<file path="src/rtl/banked_prog_rom_pkg.sv">
// Shared attributes of the banked program ROM: default geometry, word and
// address types, and the state encodings of the load FSM and the readback
// verify sequencer.
package banked_prog_rom_pkg;

  localparam int N_CORES   = 3;
  localparam int IR_WIDTH  = 16;
  localparam int ROM_DEPTH = 8;
  localparam int AW        = $clog2(ROM_DEPTH);

  typedef logic [IR_WIDTH-1:0] ir_word_t;
  typedef logic [AW-1:0]       rom_addr_t;
  // One extra bit so a full image (ROM_DEPTH words) is representable.
  typedef logic [AW:0]         rom_len_t;

  typedef enum logic [2:0] {
    S_IDLE   = 3'd0,
    S_CLEAR  = 3'd1,
    S_LOAD   = 3'd2,
    S_WRITE  = 3'd3,
    S_VERIFY = 3'd4,
    S_DONE   = 3'd5
  } prog_state_t;

  typedef enum logic [2:0] {
    V_IDLE  = 3'd0,
    V_SCAN  = 3'd1,
    V_READ  = 3'd2,
    V_DRAIN = 3'd3,
    V_CHECK = 3'd4,
    V_FIN   = 3'd5
  } vseq_state_t;

endpackage

</file>
<file path="src/rtl/bank_verify_seq.sv">
// Readback verify sequencer. While run is high it walks the masked banks in
// ascending order, reads addresses 0..len-1 of each through port A, sums the
// returned words and compares each bank's sum with ref_sum. done rises once
// all banks are handled; err is set if any masked bank mismatched.
// Ports:
//   clk, rst_n        clock, async active-low reset
//   run               level: sequence while high, return to idle when low
//   mask              banks to check
//   len               number of words per bank to read back
//   ref_sum           expected mod-2^IR_WIDTH sum
//   rd_valid/rd_data  port A readya/douta of every bank
//   rd_en/rd_addr     port A read request per bank, shared address
//   done, err         sequence finished / mismatch seen
module bank_verify_seq #(
  parameter int N_BANKS  = 2,
  parameter int IR_WIDTH = 16,
  parameter int AW       = 3
) (
  input  logic                              clk,
  input  logic                              rst_n,
  input  logic                              run,
  input  logic [N_BANKS-1:0]                mask,
  input  logic [AW:0]                       len,
  input  logic [IR_WIDTH-1:0]               ref_sum,
  input  logic [N_BANKS-1:0]                rd_valid,
  input  logic [N_BANKS-1:0][IR_WIDTH-1:0]  rd_data,
  output logic [N_BANKS-1:0]                rd_en,
  output logic [AW-1:0]                     rd_addr,
  output logic                              done,
  output logic                              err
);
  import banked_prog_rom_pkg::*;

  localparam int BW = $clog2(N_BANKS + 1);

  vseq_state_t         state_r, state_s;
  logic [BW-1:0]       bank_r, bank_s;
  logic [AW-1:0]       raddr_r, raddr_s;
  logic [IR_WIDTH-1:0] acc_r, acc_s;
  logic                err_r, err_s;
  logic                sel_mask_s, sel_valid_s;
  logic [IR_WIDTH-1:0] sel_data_s;

  // Select mask bit and read-back port of the bank currently being checked.
  always_comb begin
    sel_mask_s  = 1'b0;
    sel_valid_s = 1'b0;
    sel_data_s  = {IR_WIDTH{1'b0}};
    rd_en       = {N_BANKS{1'b0}};
    for (int b = 0; b < N_BANKS; b++) begin
      if (bank_r == BW'(b)) begin
        sel_mask_s  = mask[b];
        sel_valid_s = rd_valid[b];
        sel_data_s  = rd_data[b];
        rd_en[b]    = run && (state_r == V_READ);
      end else begin
        rd_en[b]    = 1'b0;
      end
    end
  end

  // Next-state logic: scan for a masked bank, stream reads, drain, compare.
  always_comb begin
    state_s = state_r;
    bank_s  = bank_r;
    raddr_s = raddr_r;
    acc_s   = acc_r;
    err_s   = err_r;
    if (!run) begin
      state_s = V_IDLE;
    end else begin
      case (state_r)
        V_IDLE: begin
          state_s = V_SCAN;
          bank_s  = {BW{1'b0}};
          err_s   = 1'b0;
        end
        V_SCAN: begin
          if (bank_r == BW'(N_BANKS)) begin
            state_s = V_FIN;
          end else if (sel_mask_s) begin
            state_s = (len == {(AW+1){1'b0}}) ? V_CHECK : V_READ;
            raddr_s = {AW{1'b0}};
            acc_s   = {IR_WIDTH{1'b0}};
          end else begin
            bank_s  = bank_r + BW'(1);
          end
        end
        V_READ: begin
          // Data for the previous address returns while the next one issues.
          if (sel_valid_s) begin
            acc_s = acc_r + sel_data_s;
          end else begin
            acc_s = acc_r;
          end
          if ({1'b0, raddr_r} == len - (AW+1)'(1)) begin
            state_s = V_DRAIN;
          end else begin
            raddr_s = raddr_r + AW'(1);
          end
        end
        V_DRAIN: begin
          if (sel_valid_s) begin
            acc_s = acc_r + sel_data_s;
          end else begin
            acc_s = acc_r;
          end
          state_s = V_CHECK;
        end
        V_CHECK: begin
          if (acc_r != ref_sum) begin
            err_s = 1'b1;
          end else begin
            err_s = err_r;
          end
          bank_s  = bank_r + BW'(1);
          state_s = V_SCAN;
        end
        V_FIN: begin
          state_s = V_FIN;
        end
        default: begin
          state_s = V_IDLE;
        end
      endcase
    end
  end

  // Sequencer registers.
  always_ff @(posedge clk or negedge rst_n) begin
    if (!rst_n) begin
      state_r <= V_IDLE;
      bank_r  <= {BW{1'b0}};
      raddr_r <= {AW{1'b0}};
      acc_r   <= {IR_WIDTH{1'b0}};
      err_r   <= 1'b0;
    end else begin
      state_r <= state_s;
      bank_r  <= bank_s;
      raddr_r <= raddr_s;
      acc_r   <= acc_s;
      err_r   <= err_s;
    end
  end

  assign rd_addr = raddr_r;
  assign done    = (state_r == V_FIN);
  assign err     = err_r;

endmodule

</file>
<file path="src/rtl/dp_bram.sv">
// Dual-port block RAM. Port A reads and writes, port B only reads.
// Reads are synchronous: data and its ready flag appear one clock after en.
// Ports:
//   clk, rst_n              clock, async active-low reset (output regs only)
//   ena, wea, addra, dina   port A enable / write enable / address / data in
//   douta, readya           port A read data and read-valid
//   enb, addrb              port B enable / address
//   doutb, readyb           port B read data and read-valid
module dp_bram #(
  parameter int DW    = 16,
  parameter int DEPTH = 8,
  parameter int AW    = $clog2(DEPTH)
) (
  input  logic          clk,
  input  logic          rst_n,
  input  logic          ena,
  input  logic          wea,
  input  logic [AW-1:0] addra,
  input  logic [DW-1:0] dina,
  output logic [DW-1:0] douta,
  output logic          readya,
  input  logic          enb,
  input  logic [AW-1:0] addrb,
  output logic [DW-1:0] doutb,
  output logic          readyb
);

  logic [DW-1:0] mem_r [DEPTH];

  // Storage array: written through port A only, never reset.
  always_ff @(posedge clk) begin
    if (ena && wea) begin
      mem_r[addra] <= dina;
    end
  end

  // Registered read data and valid flags for both ports.
  always_ff @(posedge clk or negedge rst_n) begin
    if (!rst_n) begin
      douta  <= {DW{1'b0}};
      doutb  <= {DW{1'b0}};
      readya <= 1'b0;
      readyb <= 1'b0;
    end else begin
      if (ena) begin
        douta <= mem_r[addra];
      end
      if (enb) begin
        doutb <= mem_r[addrb];
      end
      // A write cycle does not produce a read result.
      readya <= ena & ~wea;
      readyb <= enb;
    end
  end

endmodule

</file>
<file path="src/rtl/banked_prog_rom.sv">
// Multi-bank program ROM. Each dual-port bank feeds two cores for fetch
// (even core on port A, odd core on port B). While prog is high the cores are
// held in reset and the host streams an image over a valid/ready interface;
// every bank selected in p_mask receives the same image through port A.
// Length, running sum, overflow and optional readback verify are reported.
// Ports:
//   clk, rst_n            clock, async active-low reset
//   prog                  programming session level
//   p_mask                banks to write, captured at prog rising edge
//   p_valid/p_ready       host word handshake, p_last marks final word
//   p_data                host word
//   p_len, p_sum          words written / mod-2^IR_WIDTH sum of accepted words
//   p_done, p_overflow    session complete / image longer than ROM_DEPTH
//   p_verify_err          readback sum mismatch in a masked bank
//   active, addr          per-core fetch enable and address
//   d_out, ready          per-core fetched word and its valid
//   core_rst              core reset
module banked_prog_rom #(
  parameter int N_CORES   = banked_prog_rom_pkg::N_CORES,
  parameter int IR_WIDTH  = banked_prog_rom_pkg::IR_WIDTH,
  parameter int ROM_DEPTH = banked_prog_rom_pkg::ROM_DEPTH,
  parameter int VERIFY    = 1,
  localparam int AW       = $clog2(ROM_DEPTH),
  localparam int N_BANKS  = (N_CORES + 1) / 2
) (
  input  logic                              clk,
  input  logic                              rst_n,
  input  logic                              prog,
  input  logic [N_BANKS-1:0]                p_mask,
  input  logic                              p_valid,
  input  logic                              p_last,
  input  logic [IR_WIDTH-1:0]               p_data,
  output logic                              p_ready,
  output logic [AW:0]                       p_len,
  output logic [IR_WIDTH-1:0]               p_sum,
  output logic                              p_done,
  output logic                              p_overflow,
  output logic                              p_verify_err,
  input  logic [N_CORES-1:0]                active,
  input  logic [N_CORES-1:0][AW-1:0]        addr,
  output logic [N_CORES-1:0][IR_WIDTH-1:0]  d_out,
  output logic [N_CORES-1:0]                ready,
  output logic                              core_rst
);
  import banked_prog_rom_pkg::*;

  prog_state_t         state_r, state_s;
  logic                prog_q_r;
  logic [N_BANKS-1:0]  mask_r;
  logic [AW:0]         count_r;
  logic [IR_WIDTH-1:0] sum_r;
  logic [IR_WIDTH-1:0] hold_r;
  logic                hold_last_r;
  logic                overflow_r, verr_r, done_r;

  logic rise_s, ready_s, accept_s, write_s, done_set_s, ovf_set_s;
  logic vrun_s, vdone_s, verr_s;

  logic [N_BANKS-1:0]                ena_s, wea_s, enb_s, readya_s, readyb_s;
  logic [N_BANKS-1:0][AW-1:0]        addra_s, addrb_s;
  logic [N_BANKS-1:0][IR_WIDTH-1:0]  dina_s, douta_s, doutb_s;
  logic [N_BANKS-1:0]                vs_en_s;
  logic [AW-1:0]                     vs_addr_s;

  assign rise_s   = prog & ~prog_q_r;
  // Gated by the live prog level so nothing is accepted or written once the
  // host has dropped prog, even in the cycle before the FSM returns to idle.
  assign ready_s  = (state_r == S_LOAD) && prog && (count_r < (AW+1)'(ROM_DEPTH));
  assign accept_s = p_valid & ready_s;
  assign write_s  = (state_r == S_WRITE) && prog;
  assign vrun_s   = (state_r == S_VERIFY) && prog;

  // Load FSM next-state logic.
  always_comb begin
    state_s    = state_r;
    done_set_s = 1'b0;
    ovf_set_s  = 1'b0;
    if (rise_s) begin
      state_s = S_CLEAR;
    end else if (!prog) begin
      state_s = S_IDLE;
    end else begin
      case (state_r)
        S_IDLE:  state_s = S_IDLE;
        S_CLEAR: state_s = S_LOAD;
        S_LOAD: begin
          if (accept_s) begin
            state_s = S_WRITE;
          end else begin
            state_s = S_LOAD;
          end
        end
        S_WRITE: begin
          if (hold_last_r) begin
            if (VERIFY != 0) begin
              state_s = S_VERIFY;
            end else begin
              state_s    = S_DONE;
              done_set_s = 1'b1;
            end
          end else if (count_r + (AW+1)'(1) == (AW+1)'(ROM_DEPTH)) begin
            state_s    = S_DONE;
            done_set_s = 1'b1;
            ovf_set_s  = 1'b1;
          end else begin
            state_s = S_LOAD;
          end
        end
        S_VERIFY: begin
          if (vdone_s) begin
            state_s    = S_DONE;
            done_set_s = 1'b1;
          end else begin
            state_s = S_VERIFY;
          end
        end
        S_DONE:  state_s = S_DONE;
        default: state_s = S_IDLE;
      endcase
    end
  end

  // Session state, counters and sticky status flags.
  always_ff @(posedge clk or negedge rst_n) begin
    if (!rst_n) begin
      state_r     <= S_IDLE;
      prog_q_r    <= 1'b0;
      mask_r      <= {N_BANKS{1'b0}};
      count_r     <= {(AW+1){1'b0}};
      sum_r       <= {IR_WIDTH{1'b0}};
      hold_r      <= {IR_WIDTH{1'b0}};
      hold_last_r <= 1'b0;
      overflow_r  <= 1'b0;
      verr_r      <= 1'b0;
      done_r      <= 1'b0;
    end else begin
      state_r  <= state_s;
      prog_q_r <= prog;
      if (rise_s) begin
        mask_r      <= p_mask;
        count_r     <= {(AW+1){1'b0}};
        sum_r       <= {IR_WIDTH{1'b0}};
        hold_last_r <= 1'b0;
        overflow_r  <= 1'b0;
        verr_r      <= 1'b0;
        done_r      <= 1'b0;
      end else begin
        if (accept_s) begin
          sum_r       <= sum_r + p_data;
          hold_r      <= p_data;
          hold_last_r <= p_last;
        end
        if (write_s) begin
          count_r <= count_r + (AW+1)'(1);
        end
        if (ovf_set_s) begin
          overflow_r <= 1'b1;
        end
        if (done_set_s) begin
          done_r <= 1'b1;
        end
        if (vrun_s && vdone_s) begin
          verr_r <= verr_r | verr_s;
        end
      end
    end
  end

  // Port A steering: fetch for the even core, or load writes / verify reads.
  always_comb begin
    for (int b = 0; b < N_BANKS; b++) begin
      ena_s[b]   = 1'b0;
      wea_s[b]   = 1'b0;
      addra_s[b] = {AW{1'b0}};
      dina_s[b]  = hold_r;
      if (prog_q_r) begin
        if (write_s) begin
          ena_s[b]   = mask_r[b];
          wea_s[b]   = mask_r[b];
          addra_s[b] = count_r[AW-1:0];
        end else if (state_r == S_VERIFY) begin
          ena_s[b]   = vs_en_s[b];
          addra_s[b] = vs_addr_s;
        end else begin
          ena_s[b]   = 1'b0;
        end
      end else begin
        ena_s[b]   = active[2*b];
        addra_s[b] = addr[2*b];
      end
    end
  end

  for (genvar b = 0; b < N_BANKS; b++) begin : g_bank
    // Port B serves the odd core; the last bank's port B is idle when
    // N_CORES is odd.
    if (2*b + 1 < N_CORES) begin : g_pb
      assign enb_s[b]   = ~prog_q_r & active[2*b+1];
      assign addrb_s[b] = prog_q_r ? {AW{1'b0}} : addr[2*b+1];
    end else begin : g_nopb
      assign enb_s[b]   = 1'b0;
      assign addrb_s[b] = {AW{1'b0}};
    end

    dp_bram #(
      .DW    (IR_WIDTH),
      .DEPTH (ROM_DEPTH),
      .AW    (AW)
    ) u_bram (
      .clk    (clk),
      .rst_n  (rst_n),
      .ena    (ena_s[b]),
      .wea    (wea_s[b]),
      .addra  (addra_s[b]),
      .dina   (dina_s[b]),
      .douta  (douta_s[b]),
      .readya (readya_s[b]),
      .enb    (enb_s[b]),
      .addrb  (addrb_s[b]),
      .doutb  (doutb_s[b]),
      .readyb (readyb_s[b])
    );
  end

  for (genvar i = 0; i < N_CORES; i++) begin : g_core
    if (i % 2 == 0) begin : g_even
      assign d_out[i] = douta_s[i/2];
      assign ready[i] = readya_s[i/2];
    end else begin : g_odd
      assign d_out[i] = doutb_s[i/2];
      assign ready[i] = readyb_s[i/2];
    end
  end

  if (VERIFY != 0) begin : g_verify
    bank_verify_seq #(
      .N_BANKS  (N_BANKS),
      .IR_WIDTH (IR_WIDTH),
      .AW       (AW)
    ) u_verify (
      .clk      (clk),
      .rst_n    (rst_n),
      .run      (vrun_s),
      .mask     (mask_r),
      .len      (count_r),
      .ref_sum  (sum_r),
      .rd_valid (readya_s),
      .rd_data  (douta_s),
      .rd_en    (vs_en_s),
      .rd_addr  (vs_addr_s),
      .done     (vdone_s),
      .err      (verr_s)
    );
  end else begin : g_noverify
    assign vs_en_s   = {N_BANKS{1'b0}};
    assign vs_addr_s = {AW{1'b0}};
    assign vdone_s   = 1'b1;
    assign verr_s    = 1'b0;
  end

  assign p_ready      = ready_s;
  assign p_len        = count_r;
  assign p_sum        = sum_r;
  assign p_done       = done_r;
  assign p_overflow   = overflow_r;
  assign p_verify_err = verr_r;
  // Cores stay in reset during chip reset and for the whole session.
  assign core_rst     = ~rst_n | prog_q_r;

endmodule

</file>
<file path="config.mk">
export PLATFORM = sky130hd
export DESIGN_NAME = banked_prog_rom
export DESIGN_NICKNAME = d
export VERILOG_FILES = /design/src/rtl/banked_prog_rom_pkg.sv /design/src/rtl/bank_verify_seq.sv /design/src/rtl/dp_bram.sv /design/src/rtl/banked_prog_rom.sv
export SDC_FILE = /design/constraint.sdc
export NUM_CORES = 1
export LEC_CHECK = 0
export BUFFER_PORTS_ARGS = -buffer_cell sky130_fd_sc_hd__buf_2
export CAP_MARGIN = 20
export CORE_UTILIZATION = 60
export DETAILED_ROUTE_END_ITERATION = 6
export PLACE_DENSITY = 0.79
export SYNTH_ARGS = -nofsm -noshare
export SYNTH_HDL_FRONTEND = slang
export SYNTH_SLANG_ARGS = --single-unit
</file>
<file path="constraint.sdc">
create_clock -name clk -period 4.07 [get_ports clk]
set_input_delay 0.6105 -clock clk [delete_from_list [all_inputs] [get_ports clk]]
set_output_delay 0.6105 -clock clk [all_outputs]
set_load 0.01 [all_outputs]
</file>
==> impl_results.md <==
- Outcome: completed
- Share of layout cells above drive strength 1: 19.08%
- First-pass GRT wire length: 75040 um
- Total track usage: 32.79%
- Post-CTS sizing: 0
- CTS HTree Levels: 2
- Count of flip-flops with a built-in enable after synthesis: 256
- Number of rows in the core area: 62
- Nature of the critical path endpoint: flip-flop
- RePlAce Congestion: 0.9273
- Chip Width: 175.0 um
- Final Hold Fails: 0
- Family with the most delay on the worst path: compound AO/OA/AOI/OAI gates
- Number of clock buffers inserted by TritonCTS: 40
- Routed wire length: 49790 um
- Vias per std cell: 6.840
- Clock Latency Late Sink: 0.54 ns
- Cell area power density: 431.5 mW/mm^2
- TritonCTS clock tree: yes
- Post-synthesis instance area: 0.01795 mm^2
- Final setup violation count: 0
- Post-detailed-route DRC marker count: 0
- Overall die area: 0.03061 mm^2
- Count of hold buffers inserted by post-cts repair: 0
- Remaining antenna violation count: 0
- Worst setup path startpoint: g_verify.u_verify.bank_r[0]$_DFFE_PN0P_
- Clock tree root driver cell: sky130_fd_sc_hd__clkbuf_16
- Final-report max-slew violation count: 0
- Number of clock sinks: 378
- Average wire per cell in the routed design: 26.00 um
- Via count: 13100
- First-pass DRT Iterations: 5
- CP Data Arrival Time: 3.89 ns
- Initial antenna violation count: 3
- Slowest cell on the critical path: sky130_fd_sc_hd__fa_1
- Most instantiated cells after synthesis: 256 x sky130_fd_sc_hd__edfxtp_1, 137 x sky130_fd_sc_hd__nand2_1, 122 x sky130_fd_sc_hd__dfrtp_1, 68 x sky130_fd_sc_hd__mux2i_1, 62 x sky130_fd_sc_hd__a21oi_1
- Min-delay worst type: in -> async
- Port bufs: 110
- Total power: 0.008707 W
- Peak clock frequency supported by timing: 287.4 MHz
- Cell depth of the worst setup path: 13
- Post-synthesis instance total: 1395
- Cell-by-cell trace of the critical path: inv_1 > ha_1 > nand2_1 > o21ai_0 > ha_1 > inv_1 > fa_1 > nand3b_1 > a21oi_1 > o21ai_0 > a21o_1 > and3b_1 > o41ai_1
- Worst Reg-to-Reg Cells: 13
- Hpwl dp: 32220 um
- Number of fillers in the final layout: 2012
- Maximum clock skew at final layout: 0.02933 ns
- Max stage delay on crit path: 0.43 ns
- Critical path data required time: 4.48 ns
- Cell with the most instances after synthesis: sky130_fd_sc_hd__edfxtp_1
- Mean post-synth cell area: 12.87 um^2
- Share of the clock period used by the worst path: 85.49%
- Proportion of netlist area held by the largest area contributor: 42.83%
- Number of distinct library cells after synthesis: 67
- Setup total negative slack: 0 ns
- Worst supply voltage drop on vdd: 0.4145 mV
- Area of the core: 0.02909 mm^2
- MaxCap Viol Count: 0
- Starting density of the core: 61.69%
- Area growth from synthesis to layout: 12.44%
- Final critical delay including setup and external delays: 3.479 ns
- Launching element type of the critical path: flip-flop
- Category of the critical setup timing path: reg -> reg
- Clock transition time at the flip-flop clock pins of the worst setup and hold paths: 0.06 ns
- Capture instance of the worst register-to-register path: g_verify.u_verify.acc_r[14]$_DFFE_PN0P_
- Internal reg-to-reg setup slack: 0.59 ns
- RSZ-0062 raised after global routing: no
- Leakage power summed over all cells: 7.970 nW
- Vias in the first global route: 12760
- Area contributors post-synth: sky130_fd_sc_hd__edfxtp_1 43%, sky130_fd_sc_hd__dfrtp_1 17%, sky130_fd_sc_hd__mux4_2 4.0%, sky130_fd_sc_hd__mux2i_1 3.8%, sky130_fd_sc_hd__nand2_1 2.9%
- Synth area leader: sky130_fd_sc_hd__edfxtp_1
- Largest net degree at the start of global routing: 65
- Final nets: 1575
- Slew of the pin with the lowest slew margin: 1.033 ns
- Most used flip-flop cell after synthesis: sky130_fd_sc_hd__edfxtp_1
- CP Capture Point: g_verify.u_verify.acc_r[14]$_DFFE_PN0P_
- Buffer and inverter count on the worst path: 2
- Yosys warnings: 0
- Share of async-settable or async-resettable flops after synthesis: 32.28%
- Detailed router's first-iteration violation count: 1441
- Total nets after synthesis: 1472
- DIE HEIGHT: 175.0 um
- Crit Path Max Fanout: 9
- Reg-to-Reg Start: g_verify.u_verify.bank_r[0]$_DFFE_PN0P_
- CTS max path bufs: 3
- Sequential element share of the synthesized area: 59.84%
- I/O pin total: 111
- Max-slew headroom at the worst pin: 30.65%
- Flops & latches, synth: 378
- Post-CTS setup buffer count: 0
- Overflow left after global routing: 0
-- cells in the final DEF, fill, tap and decap left out, types with 9 or more instances in the layout --
cell and count:
sky130_fd_sc_hd__a211oi_1 40, sky130_fd_sc_hd__inv_1 17, sky130_fd_sc_hd__o221ai_1 32, sky130_fd_sc_hd__edfxtp_1 256, sky130_fd_sc_hd__mux2i_1 68, sky130_fd_sc_hd__dfrtp_1 122, sky130_fd_sc_hd__mux4_2 32, sky130_fd_sc_hd__nand2_1 137
sky130_fd_sc_hd__nor2_1 49, sky130_fd_sc_hd__a311oi_1 34, sky130_fd_sc_hd__mux2_2 17, sky130_fd_sc_hd__a21oi_1 62, sky130_fd_sc_hd__o22a_1 32, sky130_fd_sc_hd__buf_2 109, sky130_fd_sc_hd__nor3_1 12, sky130_fd_sc_hd__nand3_1 51
sky130_fd_sc_hd__clkinv_2 11, sky130_fd_sc_hd__o21ai_0 59, sky130_fd_sc_hd__and3_1 51, sky130_fd_sc_hd__clkbuf_1 11, sky130_fd_sc_hd__ha_1 40, sky130_fd_sc_hd__o31ai_1 9, sky130_fd_sc_hd__buf_4 46, sky130_fd_sc_hd__clkbuf_16 41
sky130_fd_sc_hd__xnor2_1 34, sky130_fd_sc_hd__a21o_1 10
-- worst reg2reg max path, delay by kind of cell, from the launching register on --
kind | cells | cell delay [ns]
DFF | 1 | 0.38
AOI/OAI and AO/OA | 5 | 1.20
buffers and inverters | 2 | 0.19
adders and majority gates | 3 | 1.05
and+or+nand+nor | 3 | 0.54
-- worst min path at each step --
stage,end,from,depth (start not counted),slack (ns)
after floorplan,g_bank[0].u_bram.douta[0]$_DFFE_PN0P_,rst_n,0,0.31
after global placement,g_bank[0].u_bram.doutb[5]$_DFFE_PN0P_,g_bank[0].u_bram.doutb[5]$_DFFE_PN0P_,2,0.46
after detailed placement,g_bank[0].u_bram.doutb[13]$_DFFE_PN0P_,g_bank[0].u_bram.doutb[13]$_DFFE_PN0P_,2,0.47
after CTS,g_bank[0].u_bram.douta[3]$_DFFE_PN0P_,rst_n,1,0.03
after global routing,g_bank[0].u_bram.doutb[15]$_DFFE_PN0P_,rst_n,1,0.03
final,g_bank[0].u_bram.doutb[15]$_DFFE_PN0P_,rst_n,1,0.003
-- per-stage QoR --
| step | utilization [%] | instance area, um^2 | setup WS, ns | hold slack [ns] | instances |
|---|---|---|---|---|---|
| after global placement | 65.01 | 18910 | 0.6970 | 0.4567 | 1840 |
| final | 69.37 | 20180 | 0.5907 | 0.002972 | 1915 |
| after global routing | 69.36 | 20180 | 0.2921 | 0.03117 | 1914 |
| after detailed placement | 65.01 | 18910 | 0.6912 | 0.4657 | 1840 |
| after CTS | 69.36 | 20180 | 0.6600 | 0.03151 | 1914 |
| after floorplan | - | 17950 | 0.8162 | 0.3149 | 1395 |
-- registers in the layout, summed over array words and instances (netlist names), 2 cells and up --
| register | count |
|---|---|
| state_r | 3 |
| g_verify.u_verify.bank_r | 2 |
| g_verify.u_verify.acc_r | 16 |
| g_bank.u_bram.readya | 2 |
| g_verify.u_verify.rd_addr | 3 |
| g_bank.u_bram.mem_r | 256 |
| g_bank.u_bram.doutb | 16 |
| g_verify.u_verify.state_r | 3 |
| p_len | 4 |
| mask_r | 2 |
| g_bank.u_bram.douta | 32 |
| hold_r | 16 |
| p_sum | 16 |
-- final cells by class --
cell class / count / area [um^2] / area share [%]
antenna: 1 / 2.502 / 0.01240
clock inverter: 21 / 185.2 / 0.9176
multi-input combinational: 905 / 6725 / 33.33
sequential: 378 / 10740 / 53.22
tap: 384 / 480.5 / 2.381
timing repair buffer: 156 / 902.1 / 4.470
inverter: 17 / 63.81 / 0.3162
clock buffer: 53 / 1081 / 5.357
-- logic make-up after synthesis --
kind of cell	synth area share [%]
muxes	8.875
buffers and inverters	2.914
DFF	59.84
xor gates and xnor gates	2.050
AOI/OAI and AO/OA	13.31
adders and majority gates	3.012
and+or+nand+nor	9.997
-- where the power goes --
group	internal [W]	switching (W)
clock	0.00207	0.00147
combinational	0.000281	0.000419
sequential	0.00424	0.000228
-- per-layer routing --
metal | vias to the layer above | GRT usage, % | wire length, um | part of all wire, %
met3 | 139 | 7.833 | 5618 | 11
met1 | 6487 | 44.48 | 19130 | 38
met4 | 2 | 13.12 | 1801 | 3.6
met2 | 847 | 51.34 | 23220 | 47
li1 | 5623 | - | - | -
met5 | - | 0 | 15 | 0.030
No activity file was read; power rests on OpenSTA's default activity.
